`src/rtl/bubble_sort_master.sv`:
```
// Bus master that sorts memory words [0..len-1] in place (ascending, unsigned)
// with bubble sort over an AR/R/AW/W/B port, one transaction outstanding at a time.
module bubble_sort_master #(
  parameter int ADDR_WDTH = 4,
  parameter int DATA_WDTH = 32,
  parameter int RESP_WDTH = 1
) (
  input  logic                 clk,
  input  logic                 rst,
  input  logic                 start,
  input  logic [ADDR_WDTH:0]   len,
  output logic                 busy,
  output logic                 done,
  output logic                 error,
  output logic                 ar_valid,
  input  logic                 ar_ready,
  output logic [ADDR_WDTH-1:0] ar_address,
  input  logic                 r_valid,
  output logic                 r_ready,
  input  logic [RESP_WDTH-1:0] r_resp,
  input  logic [DATA_WDTH-1:0] r_data,
  output logic                 aw_valid,
  input  logic                 aw_ready,
  output logic [ADDR_WDTH-1:0] aw_address,
  output logic                 w_valid,
  input  logic                 w_ready,
  output logic [DATA_WDTH-1:0] w_data,
  input  logic                 b_valid,
  output logic                 b_ready,
  input  logic [RESP_WDTH-1:0] b_resp
);

  typedef enum logic [2:0] {
    S_IDLE, S_RD_AR, S_RD_R, S_CMP, S_WR_AW_W, S_WR_B, S_NEXT, S_DONE
  } state_t;

  localparam logic [ADDR_WDTH:0] L_ONE = (ADDR_WDTH+1)'(1);
  localparam logic [ADDR_WDTH:0] L_TWO = (ADDR_WDTH+1)'(2);

  state_t                 state_q;
  logic [ADDR_WDTH:0]     i_q, last_q;
  logic [DATA_WDTH-1:0]   a_q, b_q;
  logic                   swapped_q, fill_a_q, wr_second_q;
  logic                   busy_q, done_q, error_q;
  logic                   ar_valid_q, r_ready_q, aw_valid_q, w_valid_q, b_ready_q;
  logic [ADDR_WDTH-1:0]   ar_address_q, aw_address_q;
  logic [DATA_WDTH-1:0]   w_data_q;

  logic a_gt_b, aw_fin, w_fin;

  always_comb begin
    a_gt_b = a_q > b_q;
    // A channel is finished once it has transferred earlier or transfers this edge.
    aw_fin = !aw_valid_q || aw_ready;
    w_fin  = !w_valid_q  || w_ready;
  end

  always_ff @(posedge clk or posedge rst) begin
    if (rst) begin
      state_q      <= S_IDLE;
      i_q          <= '0;
      last_q       <= '0;
      a_q          <= '0;
      b_q          <= '0;
      swapped_q    <= 1'b0;
      fill_a_q     <= 1'b0;
      wr_second_q  <= 1'b0;
      busy_q       <= 1'b0;
      done_q       <= 1'b0;
      error_q      <= 1'b0;
      ar_valid_q   <= 1'b0;
      r_ready_q    <= 1'b0;
      aw_valid_q   <= 1'b0;
      w_valid_q    <= 1'b0;
      b_ready_q    <= 1'b0;
      ar_address_q <= '0;
      aw_address_q <= '0;
      w_data_q     <= '0;
    end else begin
      done_q <= 1'b0;
      unique case (state_q)
        S_IDLE: begin
          if (start) begin
            error_q <= 1'b0;
            busy_q  <= 1'b1;
            if (len <= L_ONE) begin
              state_q <= S_DONE;
            end else begin
              last_q       <= len - L_ONE;
              i_q          <= '0;
              swapped_q    <= 1'b0;
              fill_a_q     <= 1'b1;
              ar_valid_q   <= 1'b1;
              ar_address_q <= '0;
              state_q      <= S_RD_AR;
            end
          end
        end
        S_RD_AR: begin
          if (ar_ready) begin
            ar_valid_q <= 1'b0;
            r_ready_q  <= 1'b1;
            state_q    <= S_RD_R;
          end
        end
        S_RD_R: begin
          if (r_valid) begin
            r_ready_q <= 1'b0;
            if (r_resp != '0) begin
              error_q <= 1'b1;
              busy_q  <= 1'b0;
              state_q <= S_IDLE;
            end else if (fill_a_q) begin
              a_q          <= r_data;
              fill_a_q     <= 1'b0;
              ar_valid_q   <= 1'b1;
              ar_address_q <= ADDR_WDTH'(i_q + L_ONE);
              state_q      <= S_RD_AR;
            end else begin
              b_q     <= r_data;
              state_q <= S_CMP;
            end
          end
        end
        S_CMP: begin
          if (a_gt_b) begin
            swapped_q    <= 1'b1;
            wr_second_q  <= 1'b0;
            aw_valid_q   <= 1'b1;
            w_valid_q    <= 1'b1;
            aw_address_q <= ADDR_WDTH'(i_q);
            w_data_q     <= b_q;
            state_q      <= S_WR_AW_W;
          end else begin
            state_q <= S_NEXT;
          end
        end
        S_WR_AW_W: begin
          if (aw_valid_q && aw_ready) aw_valid_q <= 1'b0;
          if (w_valid_q && w_ready)   w_valid_q  <= 1'b0;
          if (aw_fin && w_fin) begin
            b_ready_q <= 1'b1;
            state_q   <= S_WR_B;
          end
        end
        S_WR_B: begin
          if (b_valid) begin
            b_ready_q <= 1'b0;
            if (b_resp != '0) begin
              error_q <= 1'b1;
              busy_q  <= 1'b0;
              state_q <= S_IDLE;
            end else if (!wr_second_q) begin
              wr_second_q  <= 1'b1;
              aw_valid_q   <= 1'b1;
              w_valid_q    <= 1'b1;
              aw_address_q <= ADDR_WDTH'(i_q + L_ONE);
              w_data_q     <= a_q;
              state_q      <= S_WR_AW_W;
            end else begin
              state_q <= S_NEXT;
            end
          end
        end
        S_NEXT: begin
          // The larger of the pair now sits at i+1 and becomes the next A.
          a_q <= a_gt_b ? a_q : b_q;
          i_q <= i_q + L_ONE;
          if ((i_q + L_ONE) < last_q) begin
            ar_valid_q   <= 1'b1;
            ar_address_q <= ADDR_WDTH'(i_q + L_TWO);
            state_q      <= S_RD_AR;
          end else begin
            last_q <= last_q - L_ONE;
            if (!swapped_q || last_q == L_ONE) begin
              state_q <= S_DONE;
            end else begin
              swapped_q    <= 1'b0;
              i_q          <= '0;
              fill_a_q     <= 1'b1;
              ar_valid_q   <= 1'b1;
              ar_address_q <= '0;
              state_q      <= S_RD_AR;
            end
          end
        end
        S_DONE: begin
          done_q  <= 1'b1;
          busy_q  <= 1'b0;
          state_q <= S_IDLE;
        end
        default: state_q <= S_IDLE;
      endcase
    end
  end

  assign busy       = busy_q;
  assign done       = done_q;
  assign error      = error_q;
  assign ar_valid   = ar_valid_q;
  assign ar_address = ar_address_q;
  assign r_ready    = r_ready_q;
  assign aw_valid   = aw_valid_q;
  assign aw_address = aw_address_q;
  assign w_valid    = w_valid_q;
  assign w_data     = w_data_q;
  assign b_ready    = b_ready_q;

endmodule
```
`config.mk`:
```
export PLATFORM = sky130hd
export DESIGN_NAME = bubble_sort_master
export DESIGN_NICKNAME = d
export VERILOG_FILES = /design/src/rtl/bubble_sort_master.sv
export SDC_FILE = /design/constraint.sdc
export NUM_CORES = 1
export LEC_CHECK = 0
export CORE_ASPECT_RATIO = 0.7
export CORE_MARGIN = 2
export CORE_UTILIZATION = 55
export DETAILED_ROUTE_END_ITERATION = 6
export PLACE_DENSITY_LB_ADDON = 0.12
export SLEW_MARGIN = 25
export SYNTH_ARGS = -nofsm -noshare
export SYNTH_HDL_FRONTEND = slang
export SYNTH_SLANG_ARGS = --single-unit
```
`constraint.sdc`:
```
create_clock -name clk -period 9 [get_ports clk]
set_input_delay 1.35 -clock clk [delete_from_list [all_inputs] [get_ports clk]]
set_output_delay 1.35 -clock clk [all_outputs]
set_load 0.01 [all_outputs]
```
==> reports/summary.txt <==
Max clock buf depth: 2
Worst Hold Class: reg -> reg
Count leader, synth: a21oi_1
Multi-input gate area: 5049 µm²
Die Y: 109.6 µm
Via-to-Cell Ratio: 6.560
Synthesis Warnings: 0
Mapped Cells: 1047
Flop pwr share: 30.7%
Netlist Area Pre-Place: 8770 µm²
Antenna Violating Nets Remaining: 0
Final Hold Fails: 0
Initial Util: 56.41%
DR WL met3: 2.872 mm
Clk sinks: 128
Req. time, crit path: 9.31 ns
CTS Buf Count: 17
Synthesis-to-layout area growth: 19.18%
Post-route setup slack: 5.261 ns
ANT cells: 0
Pre-CTS setup slack: 5.350 ns
Fmax: 0.2675 GHz
CTS tree: yes
WL/cell: 20.32 µm
Largest net degree at the start of global routing: 76
Initial antenna violation count: 0
Wire length on met2: 11.21 mm
DRC Markers: 0
Row Count: 38
Critical path arrival: 4.05 ns
Top FF cell, synth: dfrtp_1
Post-synth EDFFs: 0
Max-slew violation count: 0
Yosys reg bits: 128
Clk pin slew, worst setup/hold paths: 0.07 ns
# hold bufs at CTS: 0
H-tree Lvls: 4
Share of cells above drive strength 1: 9.347%
Async S/R FF share, synth: 100.0%
First-pass GRT wire length: 43.29 mm
RSZ-0062 raised after global routing: false
Reg2reg end: ar_address[1]
CP max FO: 42
Synth area leaders: dfrtp_1 37%, a21oi_1 9.3%, ha_1 6.0%, nand2_1 5.3%, mux2_2 4.5%
Crit path to: ar_address[1]
CP Launch Point: state_q[1]
Register area share after synthesis: 36.52%
Final-stage net count: 1178
Gr usage total: 32.41%
Tcrit/Tclk final: 41.54%
Avg Cell Area, Syn: 8.376 µm²
Max Cap Violations: 0
Syn Nets: 1136
# setup viols final: 0
Sw frac: 39.89%
Worst slew pin tran: 0.9727 ns
Worst skew pair latency: 0.43 ns
Max Used Layer: met4
Synth area leader: dfrtp_1
Post_cts resized: 0
Die Width: 154.9 µm
Combinational Power Share: 44.4%
Vias in the first global route: 8302
NetSw: 0.001220 W
Outcome: completed
Worst hold start: ar_address[3]
Startpoint Class: flip-flop
Clock Skew: 0.01281 ns
Drt pass-1 iters: 6
Port bufs: 94
Die ar.: 16990 µm²
Setup CP Type: reg -> reg
Leak: 4.409 nW
Commonest cells in the synthesized netlist: 163 x a21oi_1, 128 x dfrtp_1, 124 x nand2_1
Setup TNS: 0 ns
Post-synth top area share: 36.52%
Final global-route overflow total: 0
Rel. slew slack: 34.55%
Worst R2R Setup Slack: 5.26 ns
Peak supply drop: 0.1445 mV
Worst r2r path cells: 7
RD Place Congestion: 0.8771
Via count: 8541
# fillers: 1289
Synth cell types: 62
WL final: 26.46 mm
Setup Buffers After CTS: 0
DPL Wire Length: 15.86 mm
Reg2reg start: state_q[1]
Critical path capture point type: flip-flop
Fin crit period: 3.739 ns
Pwr dens: 292.6 nW/µm²
Storage cell area: 3203 µm²
Met1 Routed Length: 11.86 mm
Root Driver: clkbuf_16
Clock power share: 24.8%
DRT iter0 DRCs: 915
Core Area: 15550 µm²
I/O Pins: 95
P_int: 0.001838 W
[cells by family after synthesis]
logic type | count (synthesis) | share of synthesized area (%)
adders and majority gates | 42 | 5.992
and+or+nand+nor | 309 | 16.15
muxes | 68 | 8.261
AOI/OAI and AO/OA | 345 | 25.45
DFF | 128 | 36.52
xor gates and xnor gates | 10 | 0.9988
buffers and inverters | 145 | 6.620
[metal layers]
metal	vias to the layer above	global-route usage (%)
met3	64	9.184
met4	0	10.71
met1	4050	46.23
li1	3955	-
met2	472	47.65
met5	-	0
[area by class of cell]
class	instances	share of cell area (%)
tap	200	2.394
clock inverter	12	1.748
clock buffer	20	4.370
timing repair buffer	117	10.65
inverter	51	1.880
multi-input combinational	774	48.31
sequential	128	30.65
[state kept, by name (all words and copies together), names as in the netlist, 3 cells and up]
name / count
ar_address: 4
aw_address: 4
w_data: 32
last_q: 5
state_q: 3
a_q: 32
i_q: 5
b_q: 32
[worst min-delay path by stage]
stage | endpoint | slack [ns] | cells after the start
global route | ar_address[3] | 0.53 | 1
finish | ar_address[3] | 0.50 | 1
CTS | ar_address[3] | 0.50 | 1
floorplan | last_q[1] | 0.47 | 2
global placement | ar_address[3] | 0.48 | 1
detailed placement | ar_address[3] | 0.49 | 1
[power by group through the flow]
| stage | combinational, W | sequential, W | clock, W |
|---|---|---|---|
| 2_1_floorplan | 0.000848 | 0.000933 | 0 |
| 3_3_place_gp | 0.00130 | 0.000938 | 0 |
| 3_5_place_dp | 0.00133 | 0.000941 | 0 |
| 4_1_cts | 0.00134 | 0.000935 | 0.000762 |
| 5_1_grt | 0.00150 | 0.000966 | 0.000789 |
| 6_report | 0.00136 | 0.000940 | 0.000760 |
[through the flow]
stage | cells | utilization (%) | hold WS (ns) | power (W) | cell area, µm²
after floorplan | 1047 | - | 0.4723 | 0.001781 | 8770
after detailed placement | 1270 | 63.06 | 0.4889 | 0.002271 | 9804
final | 1302 | 67.22 | 0.4970 | 0.003058 | 10450
after CTS | 1302 | 67.17 | 0.5020 | 0.003037 | 10440
after global placement | 1270 | 63.06 | 0.4844 | 0.002241 | 9804
after global routing | 1302 | 67.22 | 0.5316 | 0.003250 | 10450
[cells in the final DEF, fill, tap and decap left out, drive strengths merged, types with 35 or more instances in the layout]
master,instances
a21oi,163
dfrtp,128
nand2,124
clkdlybuf4s50,94
nor2,63
o21ai,54
inv,52
nand3,42
nand4,42
ha,42
a221o,37
mux2,35
[worst max-delay path, stage by stage (launching register included)]
cell,delay (ns)
dfrtp_1,0.74
buf_4,0.52
nand2b_1,0.16
nor2_2,0.67
buf_4,0.46
nand2_1,0.12
o21ai_0,0.51
mux2_2,0.40
(Power assumes the default switching activity.)
